`config.mk`:
```
export PLATFORM = sky130hd
export DESIGN_NAME = mem_req_ctrl
export DESIGN_NICKNAME = d
export VERILOG_FILES = /design/src/rtl/mem_req_pkg.sv /design/src/rtl/mem_req_ctrl_sat_counter.sv /design/src/rtl/mem_req_ctrl.sv
export SDC_FILE = /design/constraint.sdc
export NUM_CORES = 1
export LEC_CHECK = 0
export ABC_AREA = 1
export CORE_UTILIZATION = 41
export CTS_CLUSTER_SIZE = 24
export DETAILED_ROUTE_END_ITERATION = 10
export PLACE_DENSITY = 0.82
export SYNTH_ARGS = -nofsm -noshare
export SYNTH_HDL_FRONTEND = slang
export SYNTH_SLANG_ARGS = --single-unit
export TNS_END_PERCENT = 50
```
`constraint.sdc`:
```
create_clock -name clk -period 1.7 [get_ports clk]
set_input_delay 0.255 -clock clk [delete_from_list [all_inputs] [get_ports clk]]
set_output_delay 0.255 -clock clk [all_outputs]
set_load 0.005 [all_outputs]
```
`src/rtl/mem_req_pkg.sv`:
```
// Shared types and constants for the data-side memory request controller.
package mem_req_pkg;

    localparam int unsigned ADDR_W          = 16;
    localparam int unsigned DATA_W          = 16;
    localparam int unsigned TIMER_W         = 8;
    localparam int unsigned DEFAULT_TIMEOUT = 64;

    typedef enum logic [1:0] {
        IDLE = 2'd0,
        BUSY = 2'd1,
        RESP = 2'd2,
        ERR  = 2'd3
    } state_t;

    // Command presented to the memory system, held stable for a whole access.
    typedef struct packed {
        logic [ADDR_W-1:0] addr;
        logic [DATA_W-1:0] wdata;
        logic              rd;
        logic              wr;
    } mem_cmd_t;

endpackage

```
`src/rtl/mem_req_ctrl_sat_counter.sv`:
```
// Saturating up-counter with asynchronous active-low reset.
module sat_counter #(
    parameter int unsigned W = 16
) (
    input  logic         clk,
    input  logic         rst,
    input  logic         inc,
    output logic [W-1:0] q
);

    always_ff @(posedge clk or negedge rst) begin
        if (!rst) begin
            q <= '0;
        end else if (inc && !(&q)) begin
            q <= q + W'(1);
        end
    end

endmodule

```
`src/rtl/mem_req_ctrl.sv`:
```
// One-at-a-time load/store controller in front of the cache memory system.
// Performance counters are built only when MEM_REQ_CTRL_PERF_EN is defined.
module mem_req_ctrl
    import mem_req_pkg::*;
#(
    parameter int unsigned TIMEOUT = DEFAULT_TIMEOUT,
    parameter int unsigned PERF_W  = 16
) (
    input  logic              clk,
    input  logic              rst,
    input  logic              req_valid,
    input  logic              req_wr,
    input  logic [15:0]       req_addr,
    input  logic [15:0]       req_wdata,
    output logic              req_ready,
    output logic              resp_valid,
    output logic [15:0]       resp_rdata,
    output logic              resp_err,
    output logic              pipe_stall,
    output logic [15:0]       mem_addr,
    output logic [15:0]       mem_wdata,
    output logic              mem_rd,
    output logic              mem_wr,
    input  logic              mem_done,
    input  logic              mem_stall,
    input  logic              mem_hit,
    input  logic              mem_err,
    input  logic [15:0]       mem_rdata,
    output logic [PERF_W-1:0] perf_access,
    output logic [PERF_W-1:0] perf_hit
);

    localparam logic [TIMER_W-1:0] TIMER_LAST = TIMER_W'(TIMEOUT - 1);

    state_t               state, state_n;
    mem_cmd_t             cmd, cmd_n;
    logic [TIMER_W-1:0]   timer, timer_n;
    logic                 resp_valid_n;
    logic                 resp_err_n;
    logic [DATA_W-1:0]    resp_rdata_n;
    logic                 req_ready_n;

    // State register
    always_ff @(posedge clk or negedge rst) begin
        if (!rst) begin
            state <= IDLE;
        end else begin
            state <= state_n;
        end
    end

    // Registered command, response and timer
    always_ff @(posedge clk or negedge rst) begin
        if (!rst) begin
            cmd        <= '0;
            timer      <= '0;
            resp_valid <= 1'b0;
            resp_err   <= 1'b0;
            resp_rdata <= '0;
            req_ready  <= 1'b1;
        end else begin
            cmd        <= cmd_n;
            timer      <= timer_n;
            resp_valid <= resp_valid_n;
            resp_err   <= resp_err_n;
            resp_rdata <= resp_rdata_n;
            req_ready  <= req_ready_n;
        end
    end

    // Next-state and next-register logic
    always_comb begin
        state_n      = state;
        cmd_n        = cmd;
        timer_n      = timer;
        resp_valid_n = 1'b0;
        resp_err_n   = 1'b0;
        resp_rdata_n = resp_rdata;

        unique case (state)
            IDLE: begin
                if (req_valid) begin
                    if (!req_addr[0]) begin
                        cmd_n.addr  = req_addr;
                        cmd_n.wdata = req_wdata;
                        cmd_n.rd    = !req_wr;
                        cmd_n.wr    = req_wr;
                        timer_n     = '0;
                        state_n     = BUSY;
                    end else begin
                        resp_valid_n = 1'b1;
                        resp_err_n   = 1'b1;
                        resp_rdata_n = '0;
                        state_n      = ERR;
                    end
                end
            end
            BUSY: begin
                timer_n = timer + TIMER_W'(1);
                // Error outranks done; done outranks the timeout on the last cycle.
                if (mem_err || (!mem_done && timer == TIMER_LAST)) begin
                    cmd_n.rd     = 1'b0;
                    cmd_n.wr     = 1'b0;
                    resp_valid_n = 1'b1;
                    resp_err_n   = 1'b1;
                    resp_rdata_n = '0;
                    state_n      = ERR;
                end else if (mem_done) begin
                    cmd_n.rd     = 1'b0;
                    cmd_n.wr     = 1'b0;
                    resp_valid_n = 1'b1;
                    resp_rdata_n = mem_rdata;
                    state_n      = RESP;
                end
            end
            RESP: state_n = IDLE;
            ERR:  state_n = IDLE;
            default: state_n = IDLE;
        endcase

        req_ready_n = (state_n == IDLE);
    end

    assign mem_addr   = cmd.addr;
    assign mem_wdata  = cmd.wdata;
    assign mem_rd     = cmd.rd;
    assign mem_wr     = cmd.wr;
    assign pipe_stall = (state != IDLE) | req_valid;

`ifdef MEM_REQ_CTRL_PERF_EN
    logic hit_flag;
    logic access_ok;
    logic unused_inputs;

    // Hit status is only meaningful in the first BUSY cycle.
    always_ff @(posedge clk or negedge rst) begin
        if (!rst) begin
            hit_flag <= 1'b0;
        end else if (state == BUSY && timer == '0) begin
            hit_flag <= mem_hit;
        end
    end

    assign access_ok     = resp_valid & ~resp_err;
    assign unused_inputs = &{1'b0, mem_stall};

    sat_counter #(.W(PERF_W)) u_perf_access (
        .clk (clk),
        .rst (rst),
        .inc (access_ok),
        .q   (perf_access)
    );

    sat_counter #(.W(PERF_W)) u_perf_hit (
        .clk (clk),
        .rst (rst),
        .inc (access_ok & hit_flag),
        .q   (perf_hit)
    );
`else
    logic unused_inputs;

    assign unused_inputs = &{1'b0, mem_stall, mem_hit};
    assign perf_access   = '0;
    assign perf_hit      = '0;
`endif

endmodule

```
==> results of run 1 <==
==> cell type report <==
| class | instances | area, µm² |
|---|---|---|
| fillers | 604 | 2660 |
| clock inverters | 4 | 22.5 |
| clock buffers | 12 | 145 |
| repair buffers | 117 | 1180 |
| inverters | 31 | 116 |
| flip-flops and latches | 62 | 1550 |
| multi-input cells | 251 | 1140 |
| well taps | 96 | 120 |
==> final timing paths <==
kind | to | start | depth (start not counted) | slack, ns
worst max register to register | resp_rdata[12] | timer[1] | 8 | 0.19
worst min register to register | mem_addr[2] | mem_addr[2] | 2 | 0.47
min in group clk | mem_addr[11] | req_addr[11] | 3 | 0.46
max in group asynchronous | req_ready | rst | 3 | 0.92
worst max-delay path | req_ready | req_ready | 1 | 0.1
worst min-delay path | timer[6] | rst | 3 | 0.46
==> worst min-delay path: stages <==
cell           delay (ns)
dlygate4sd3_1        0.52
buf_2                0.12
buf_12               0.29
==> metal layers <==
| layer | vias to the layer above | wire length, µm |
|---|---|---|
| li1 | 1253 | - |
| met1 | 1157 | 2860 |
| met2 | 80 | 3440 |
| met3 | 9 | 307 |
| met4 | 0 | 87 |
| met5 | - | 0 |
==> where the power goes <==
part | switching (µW) | internal (µW)
combinational | 1230 | 1500
clock | 541 | 562
sequential | 361 | 2100
total | 2140 | 4160
==> flip-flops by register name (all words and copies together) (netlist names) <==
| signal | flops |
|---|---|
| mem_addr | 15 |
| req_ready | 1 |
| resp_valid | 1 |
| mem_wdata | 16 |
| mem_rd | 1 |
| resp_err | 1 |
| mem_wr | 1 |
| timer | 8 |
| state | 2 |
| resp_rdata | 16 |
==> cell families (layout without fill, tap and decap cells) <==
| group | Yosys count | count (layout) | share of synthesized area [%] |
|---|---|---|---|
| AOI/OAI and AO/OA | 13 | 13 | 2.46 |
| xor gates and xnor gates | 5 | 5 | 1.46 |
| adders and majority gates | 1 | 1 | 0.417 |
| buffers and inverters | 74 | 164 | 14.5 |
| DFF | 62 | 62 | 51.8 |
| other | 1 | 33 | 0.125 |
| and+or+nand+nor | 199 | 199 | 29.3 |
==> cell usage after synthesis, types with 3 or more instances <==
master,n
nand3_2,3
nand3_1,19
dfrtp_1,61
o21ai_0,5
nand2_1,136
inv_1,27
o22ai_1,4
inv_2,4
nand2_2,10
buf_2,8
buf_4,33
xor2_1,4
nor2_1,21
==> per-stage QoR <==
stage,area [µm²],std cells
after floorplan,3120,387
after global placement,4080,554
after detailed placement,4080,554
after CTS,4270,572
after global routing,4280,573
final,4280,573
==> timing repair <==
action / 4_1_cts / 5_1_grt
pin swaps: 0 / 1
hold endpoints to repair: 61 / 0
setup endpoints to repair: 1 / 14
resized for setup: 2 / 3
hold buffers: 1 / 0
setup buffers: 1 / 1
==> flow_summary_export.csv, run 1 <==
group,metric,value,unit
outcome,outcome,"complete, no violations",
routing,viasPerCell,4.36,
timing,fin_setup_tns,0,ns
die,rows,30,
global_routing,grt_max_degree,63,
clocking,cts.clk_slew.worst_paths,0.07,ns
power_and_ir_drop,design_power_total,6300,µW
worst_setup_path,slowest_delay,0.52,ns
die,io_pins,142,
global_routing,top_usage_layer,"met2",
clocking,h-tree-depth,3,
yosys,synth_area_leader_cell,"dfrtp_1",
yosys,synth_edf_count,0,
cells_and_area,nets,529,
cells_and_area,drive_above_1_share,10.9,%
worst_setup_path,crit_type,"reg2out",
clocking,cts_tree,"built",
die,die_x,87.5,µm
global_routing,use_met1,22.0,%
timing,setup_viol_count_final,0,
place,place_ws,0.0242,ns
timing,fmax,625,MHz
yosys,synth_seq_area_share,51.8,%
timing,setup_slack,0.0996,ns
timing,clock_skew,0.00831,ns
worst_setup_path,endpoint_kind,"primary output",
die,coreArea,0.00694,mm²
run,maxCapViolations,0,
timing,fin_crit_sh,94.1,%
worst_setup_path,critPathLaunchType,"flip-flop",
worst_setup_path,cp_max_fo,1,
yosys,netlist_top_cells_area,"dfrtp_1, nand2_1, buf_4",
global_routing,grt.met3_usage,3.58,%
routing,drc,0,
clocking,cts.sinks,62,
power_and_ir_drop,power.density,1470,mW/mm²
die,start_util,43.2,%
global_routing,grt_first_pass_wirelength,10800,µm
global_routing,track_usage,18.6,%
yosys,async_flop_share,100,%
place,port_buffers,106,
yosys,synth_cells,355,
global_routing,grt_use_met2,32.9,%
yosys,ys_types,29,
worst_setup_path,slowest_stage,"dfstp_2",
timing,finalHoldViolCount,0,
yosys,synth_area,0.00300,mm²
timing,fin_hold_ws,0.459,ns
yosys,syn_area_per_cell,8.45,µm²
clocking,root_buffer,"clkbuf_8",
die,die_y,87.5,µm
routing,drt_wl_total,6700,µm
routing,routedWlPerCell,11.7,µm
timing,period_minus_slack,1.60,ns
clocking,cts.path.max_buffers,2,
yosys,yosysWarnings,0,
cells_and_area,final_cell_mix,"nand2_1, clkdlybuf4s50_1, dfrtp_1, conb_1, inv_1",
place,gp_congestion,0.846,
global_routing,grt_overflow,0,
global_routing,grt_antenna_before_repair,0,
cells_and_area,final_core_util,61.7,%
clocking,numCtsBuffers,9,
worst_setup_path,path_cells,"clkdlybuf4s50_1",
timing,slew_violations,0,
timing,rsz0062_at_grt,"no",
worst_setup_path,crit_arrival,1.35,ns
cells_and_area,final_common_cell,"nand2_1",
die,dieArea,0.00766,mm²
routing,dr.pass1.iters,5,
yosys,ys_seq_elements,62,
hold_path,hold_path.class,"in2async",
worst_setup_path,crit_buf_inv,1,
routing,drt_iter0_drc,98,
routing,num_vias,2499,
global_routing,grt_pass1_vias,2422,
power_and_ir_drop,p_leak,0.00217,µW
worst_setup_path,critPathTopFamily,"flip-flops",
routing,ant_nets,0,
yosys,synthFlopType,"dfrtp_1",
clocking,clkLatencyLatePin,0.33,ns
worst_setup_path,critPathRequiredTime,1.44,ns
cells_and_area,n_antenna_cell,0,
yosys,synth_top_area_share,50.9,%
place,dpl.hpwl,4900,µm
power_and_ir_drop,vdd_drop_max,0.630,mV
cells_and_area,area_growth,42.8,%
No activity file was read; power rests on OpenSTA's default activity.
==> inputs of run 2 (changes only) <==
CORE_UTILIZATION = 40   (was 41)
PLACE_DENSITY = 0.81   (was 0.82)
==> flow_summary_export.csv, run 2 (synthesized netlist as in run 1, its figures left out) <==
group,metric,value,unit
outcome,outcome,"complete, no violations",
timing,setup_viol_count_final,0,
die,coreArea,0.00725,mm²
power_and_ir_drop,p_leak,0.00219,µW
worst_setup_path,endpoint_kind,"primary output",
routing,drt_wl_total,6620,µm
routing,drt_iter0_drc,123,
place,place_area,0.00408,mm²
place,gp_congestion,0.780,
cells_and_area,n_antenna_cell,0,
clocking,cts.sinks,62,
timing,period_minus_slack,1.64,ns
global_routing,grt_antenna_before_repair,0,
cells_and_area,stdcell_area,0.00435,mm²
power_and_ir_drop,internal_power,4470,µW
timing,clock_skew,0.00667,ns
timing,finalHoldViolCount,0,
timing,fin_crit_sh,96.2,%
timing,fmax,611,MHz
clocking,h-tree-depth,3,
die,die_x,88.6,µm
timing,rsz0062_at_grt,"no",
place,placedCellCount,557,
timing,setup_slack,0.0644,ns
clocking,root_buffer,"clkbuf_8",
cells_and_area,drive_above_1_share,11.3,%
worst_setup_path,cp_max_fo,3,
cells_and_area,stdcell_count,576,
power_and_ir_drop,netSwitchingPower,2180,µW
power_and_ir_drop,clock_power_share,22.1,%
die,rows,31,
cells_and_area,nets,529,
clocking,cts_tree,"built",
power_and_ir_drop,power.density,1530,mW/mm²
worst_setup_path,critPathLaunchType,"input pin",
global_routing,grt_pass1_vias,2317,
worst_setup_path,critPathRequiredTime,1.44,ns
die,die_y,88.6,µm
place,port_buffers,106,
run,maxCapViolations,0,
die,start_util,41.4,%
routing,viasPerCell,4.39,
clocking,clkLatencyLatePin,0.33,ns
worst_setup_path,crit_type,"in2out",
timing,fin_setup_tns,0,ns
routing,num_vias,2531,
clocking,cts.path.max_buffers,2,
cells_and_area,area_growth,44.8,%
place,place_ws,0.0224,ns
cells_and_area,final_common_cell,"nand2_1",
timing,slew_violations,0,
clocking,numCtsBuffers,9,
power_and_ir_drop,power_frac_seq,36.8,%
cells_and_area,final_cell_mix,"nand2_1, clkdlybuf4s50_1, dfrtp_1, conb_1, inv_1",
global_routing,grt_max_degree,63,
power_and_ir_drop,vdd_drop_max,0.639,mV
routing,drc,0,
routing,ant_nets,0,
worst_setup_path,crit_arrival,1.38,ns
global_routing,track_usage,17.5,%
global_routing,grt_overflow,0,
die,dieArea,0.00785,mm²
die,io_pins,142,
place,dpl.hpwl,4840,µm
global_routing,grt_first_pass_wirelength,10400,µm
hold_path,hold_path.class,"in2async",
routing,dr.pass1.iters,4,
power_and_ir_drop,swShare,32.8,%
routing,routedWlPerCell,11.5,µm
power_and_ir_drop,combPwrFrac,41.1,%
clocking,cts.clk_slew.worst_paths,0.07,ns
timing,fin_hold_ws,0.458,ns
[run 2: cell types whose count changed in the layout (fill, tap and decap cells not counted), moves of 2 or more]
cell / previous run / this run
clkbuf_1: 2 / 0
clkinv_2: 3 / 0
clkinv_4: 0 / 2
bufinv_16: 0 / 2
[run 2: final timing paths]
path,start,endpoint,slack (ns),cells after the start
setup / recovery,req_valid,pipe_stall,0.06,4
hold / removal,rst,resp_rdata[0],0.46,3
setup reg to reg,timer[0],resp_rdata[12],0.19,8
hold reg to reg,mem_wr,mem_wr,0.47,2
max in group asynchronous,rst,req_ready,0.94,3
min in group clk,req_wdata[7],mem_wdata[7],0.46,3
[run 2: what timing repair did]
| item | 4_1_cts | 5_1_grt |
|---|---|---|
| hold endpoints to repair | 61 | 0 |
| setup buffers | 1 | 1 |
| hold buffers | 1 | 0 |
| gates resized for setup | 0 | 3 |
| pin swaps | 1 | 1 |
| setup endpoints to repair | 1 | 11 |
[run 2: through the flow]
step           total power (µW)  util [%]
6_report                   6650      59.9
5_1_grt                    7150      59.9
4_1_cts                    6710      59.7
3_5_place_dp               5180      56.2
3_3_place_gp               5080      56.2
2_1_floorplan              3690         -
[run 2: cell type report]
class / instances / area (µm²)
Fill cell: 633 / 2910
Sequential cell: 62 / 1550
Timing Repair Buffer: 117 / 1180
Multi-Input combinational cell: 251 / 1140
Clock buffer: 10 / 138
Tap cell: 99 / 124
Inverter: 31 / 116
Clock inverter: 6 / 93.8
[run 2: per-layer routing]
| layer | part of all wire, % | track usage [%] | routed length, µm | vias up |
|---|---|---|---|---|
| li1 | - | - | - | 1251 |
| met1 | 42 | 20.5 | 2760 | 1179 |
| met2 | 51 | 31.0 | 3410 | 91 |
| met3 | 5.3 | 3.64 | 348 | 10 |
| met4 | 1.5 | 7.48 | 99 | 0 |
| met5 | 0 | 0 | 0 | - |
[run 2: power by group through the flow]
stage | Clock, µW | Combinational, µW | Sequential (µW)
detailed placement | 0 | 2700 | 2480
floorplan | 0 | 1210 | 2490
global placement | 0 | 2630 | 2450
CTS | 1520 | 2730 | 2460
finish | 1470 | 2730 | 2450
global route | 1590 | 3040 | 2520
[run 2: worst max-delay path, stage by stage]
cell and delay (ns):
clkdlybuf4s50_1 0.49, inv_2 0.07, nand2_2 0.07, clkdlybuf4s50_1 0.50
==> inputs of run 3 (changes only) <==
CORE_UTILIZATION = 25   (was 40)
DONT_BUFFER_PORTS = 1   (was not set)
PLACE_DENSITY = 0.4   (was 0.81)
==> flow_summary_export.csv, run 3 (synthesized netlist as in run 1, its figures left out) <==
group,metric,value,unit
timing,slew_headroom,62.8,%
routing,drt_wl_total,6700,µm
worst_setup_path,slowest_stage,"dfrtp_1",
cells_and_area,area_growth,9.22,%
global_routing,grt_overflow,0,
timing,clock_skew,0.00699,ns
worst_setup_path,r2r_setup_slack,0.13,ns
worst_setup_path,critPathTopFamily,"simple AND/OR/NAND/NOR gates",
cells_and_area,nets,417,
worst_setup_path,endpoint_kind,"flip-flop",
timing,fin_crit_sh,92.6,%
place,place_area,0.00302,mm²
power_and_ir_drop,vdd_drop_max,0.482,mV
clocking,cts.sinks,62,
timing,tightest_slew,0.557,ns
worst_setup_path,slowest_delay,0.39,ns
place,gp_congestion,0.733,
clocking,cts.path.max_buffers,2,
hold_path,hold_path.class,"in2async",
worst_setup_path,reg2reg_depth,9,
place,dpl.hpwl,4550,µm
timing,slew_violations,0,
outcome,failed_checks,"design-rule violations, negative hold slack",
run,maxCapViolations,0,
worst_setup_path,crit_buf_inv,2,
timing,fin_hold_ws,-0.379,ns
clocking,cts_tree,"built",
power_and_ir_drop,p_leak,0.00176,µW
cells_and_area,n_antenna_cell,0,
die,rows,39,
routing,routedWlPerCell,13.3,µm
timing,fin_setup_tns,0,ns
die,io_pins,142,
place,placedCellCount,491,
worst_setup_path,cp_max_fo,11,
timing,rsz0062_at_grt,"no",
global_routing,grt_first_pass_wirelength,11000,µm
worst_setup_path,r2r-start,"timer[1]",
worst_setup_path,critPathRequiredTime,1.91,ns
routing,num_vias,2096,
die,start_util,25.9,%
clocking,cts.clk_slew.worst_paths,0.05,ns
timing,setup_viol_count_final,0,
global_routing,grt_antenna_before_repair,0,
routing,dr.pass1.iters,8,
clocking,clkLatencyLatePin,0.33,ns
routing,drt_iter0_drc,84,
cells_and_area,final_cell_mix,"nand2_1, dfrtp_1, conb_1, inv_1, nor2_1",
worst_setup_path,worstReg2RegEnd,"resp_rdata[4]",
global_routing,grt_max_degree,63,
cells_and_area,stdcell_area,0.00328,mm²
global_routing,track_usage,11.8,%
routing,viasPerCell,4.15,
worst_setup_path,crit_arrival,1.79,ns
timing,finalHoldViolCount,62,
routing,drc,10,
outcome,outcome,"finished with violations",
cells_and_area,final_core_util,28.3,%
worst_setup_path,critPathLaunchType,"flip-flop",
routing,ant_nets,0,
clocking,h-tree-depth,3,
die,die_x,112,µm
clocking,numCtsBuffers,9,
timing,fmax,635,MHz
global_routing,grt_pass1_vias,2107,
die,coreArea,0.0116,mm²
timing,period_minus_slack,1.57,ns
die,die_y,112,µm
worst_setup_path,crit_type,"reg2reg",
cells_and_area,drive_above_1_share,11.9,%
cells_and_area,stdcell_count,505,
die,dieArea,0.0124,mm²
place,port_buffers,0,
worst_setup_path,path_cells,"ha_2, inv_1, nor2_4, nand2_2, nand3_2, nand2_4, buf_4, nand3_1, nand2_1",
clocking,root_buffer,"clkbuf_16",
cells_and_area,final_common_cell,"nand2_1",
power_and_ir_drop,power.density,1690,mW/mm²
-- run 3: worst max path at each step --
stage | start | end | slack (ns) | depth (start not counted)
floorplan | timer[0] | resp_rdata[10] | 0.26 | 10
global placement | timer[0] | resp_rdata[15] | 0.1 | 9
detailed placement | timer[0] | resp_rdata[4] | 0.08 | 9
CTS | timer[0] | resp_rdata[4] | 0.06 | 9
global route | timer[0] | resp_rdata[4] | 0.009 | 9
finish | timer[1] | resp_rdata[4] | 0.13 | 9
-- run 3: repair_timing --
action                     CTS  global route
gates resized for setup      0             1
setup endpoints to repair    0             9
buffers inserted             0             1
hold endpoints to repair    62            62
-- run 3: layer usage --
metal  share of wire, %  up-vias  wire (µm)  GRT usage, %
met4                2.9        0        197          8.20
met3                5.9       15        398          3.54
met5                  0        -          0             0
met1                 42      990       2840          13.6
li1                   -     1018          -             -
met2                 49       73       3260          18.8
-- run 3: stage by stage --
stage | setup slack (ns) | power [µW]
floorplan | 0.256 | 3690
global placement | 0.0985 | 4020
detailed placement | 0.0825 | 4050
CTS | 0.0626 | 5680
global route | 0.00928 | 6020
finish | 0.125 | 5550
-- run 3: power breakdown --
| part | internal [µW] | total, µW | switching [µW] | leakage (µW) |
|---|---|---|---|---|
| clock | 951 | 1560 | 611 | 0.000124 |
| combinational | 481 | 1380 | 897 | 0.000837 |
| sequential | 2100 | 2610 | 508 | 0.000801 |
| total | 3530 | 5550 | 2020 | 0.00176 |
-- run 3: cell type report --
class,count,area (µm²)
Inverter,31,116
Tap cell,143,179
Fill cell,1267,8290
Clock buffer,10,229
Sequential cell,62,1550
Timing Repair Buffer,5,50.0
Clock inverter,3,15.0
Multi-Input combinational cell,251,1130
==> RTL change: new RTL, config.mk and constraints of run 1 <==
Build with the macro `MEM_REQ_CTRL_PERF_EN` defined.
--- a/src/rtl/mem_req_ctrl.sv
+++ b/src/rtl/mem_req_ctrl.sv
@@ -1,5 +1,7 @@
 // One-at-a-time load/store controller in front of the cache memory system.
 // Performance counters are built only when MEM_REQ_CTRL_PERF_EN is defined.
+`define MEM_REQ_CTRL_PERF_EN
+
 module mem_req_ctrl
     import mem_req_pkg::*;
 #(
Formal check against the unedited RTL: not equivalent (Yosys sat finds a counterexample within 4 cycles, from zero or initial values and one cycle with rst low).
==> RTL change against run 1 <==
Sequential cell count rose by 33; sequential share of layout area increased by 0.25 points; wire length up 65%; synthesized area grew 53%; largest power group unchanged; cell area up 52%; clock skew grew 6.3 ps; power up 33%; fmax down 3.0%; critical path depth is the same; utilization decreased by 1.8 points; worst setup slack lost 49 ps; register-to-register slack got worse by 80 ps.
==> RTL change: results (changes against run 1) <==
Slowest cell on crit path sky130_fd_sc_hd__clkdlybuf4s50_1; critical path data arrival time 1390 ps (+40 ps); met2 track demand over resource 34.2% (+1.4 points); instance count of the mapped netlist 585 (+65%); Post-CTS Repair Setup Buffers 0 (-1); fill count 976 (+62%); maximum fanout along the worst path 7 (+6); Port-buffer cells 139 (+31%); number of non-filler instances in the completed layout 892 (+56%); layout cell share with drive strength beyond 1 9.57% (-1.3 points); crit-path max cell delay 560 ps (+40 ps); xor-xnor portion of the synthesized cell area 3.44% (+2.0 points); largest delay contributor family on the critical path buffers and inverters; cell count after placement 872 (+57%); placed instance area 0.00627 mm² (+54%); maximum number of pins on one net before global-route repair 96 (+52%); Static Leakage 3.07 nW (+41%); total design power 8.40 mW (+33%); clk cell area share 3.01% (-0.90 points); worst-case setup slack after placement -124 ps (-148 ps); layout inverter count without the clock tree 35 (+13%); multi-input combinational cell count 434 (+73%); M1 wire length 4760 µm (+66%); met3 wire len 757 µm (+150%); met1 routing resource usage after global routing 25.1% (+3.1 points); routed length per instance 12.4 µm (+6.2%); Worst Skew 14.6 ps (+6.33 ps); footprint of the multi-input gates 0.00197 mm² (+72%); combinational group share of total power 41.4% (-2.1 points); run status finished clean; bufs w/o clock 172 (+47%); highest ir drop seen on vdd 0.000734 V (+16%); part of the power in registers 41.0% (+2.0 points); signed area change from the synthesized netlist to the final layout 42.1%; post-synthesis register bit count 95 (+53%); via count 4327 (+73%); biggest area contributors in the synthesized netlist sky130_fd_sc_hd__dfrtp_1 51%, sky130_fd_sc_hd__nand2_1 21%, sky130_fd_sc_hd__nand3_1 4.1%, sky130_fd_sc_hd__nand4_1 3.7%, sky130_fd_sc_hd__nor2_1 3.6%; most used flip-flop cell after synthesis sky130_fd_sc_hd__dfrtp_1; global-route usage over all layers 20.3% (+1.6 points); fraction of the mapped netlist area in adder cells 1.09% (+0.67 points); estimated wirelength of the detail-placed design 8090 µm (+65%); final weighted congestion in routability-driven placement 0.862 (+1.9%); sequential fraction of the synthesis area 51.8% (+0.089 points); clock input transition at the sequential cells of the worst setup and hold paths 100 ps (+30 ps); number of clock-tree buffers in the layout 10 (-2); Netlist cell types 28 (-3.4%); non-clock buffering overhead in the final layout 25.5% (-2.0 points); net count reported at finish 807 (+53%); Commonest cells post-synth 261 x sky130_fd_sc_hd__nand2_1, 94 x sky130_fd_sc_hd__dfrtp_1, 44 x sky130_fd_sc_hd__nor2_1, 38 x sky130_fd_sc_hd__nand3_1, 31 x sky130_fd_sc_hd__inv_1; area used by sequential logic in the layout 0.00238 mm² (+53%); grt met3 use 4.90% (+1.3 points); power density over the cells 1290 mW/mm² (-12%); switching share of total power 34.7% (+0.79 points); first-pass GRT wire length 18800 µm (+74%); routed wire length on met2 5400 µm (+57%)
==> RTL change: cell families (layout without fill, tap and decap cells) <==
family / Yosys count / count (layout)
simple gates: 385 / 385
flops: 95 / 95
buf+inv: 56 / 223
compound gates: 26 / 26
xor+xnor: 18 / 18
fa+ha+maj: 4 / 4
other cells: 1 / 1
==> RTL change: path summary, 6_finish.rpt <==
| check | startpoint | endpoint | slack [ps] | depth (start not counted) |
|---|---|---|---|---|
| worst max-delay path | u_perf_access.q[12] | perf_access[12] | 50 | 1 |
| min in group asynchronous | rst | resp_rdata[14] | 480 | 3 |
| worst min-delay path | req_wdata[13] | mem_wdata[13] | 420 | 3 |
| worst min register to register | mem_wdata[9] | mem_wdata[9] | 480 | 2 |
| worst max register to register | u_perf_access.q[0] | u_perf_access.q[15] | 110 | 8 |
| max in group asynchronous | rst | u_perf_hit.q[14] | 830 | 3 |
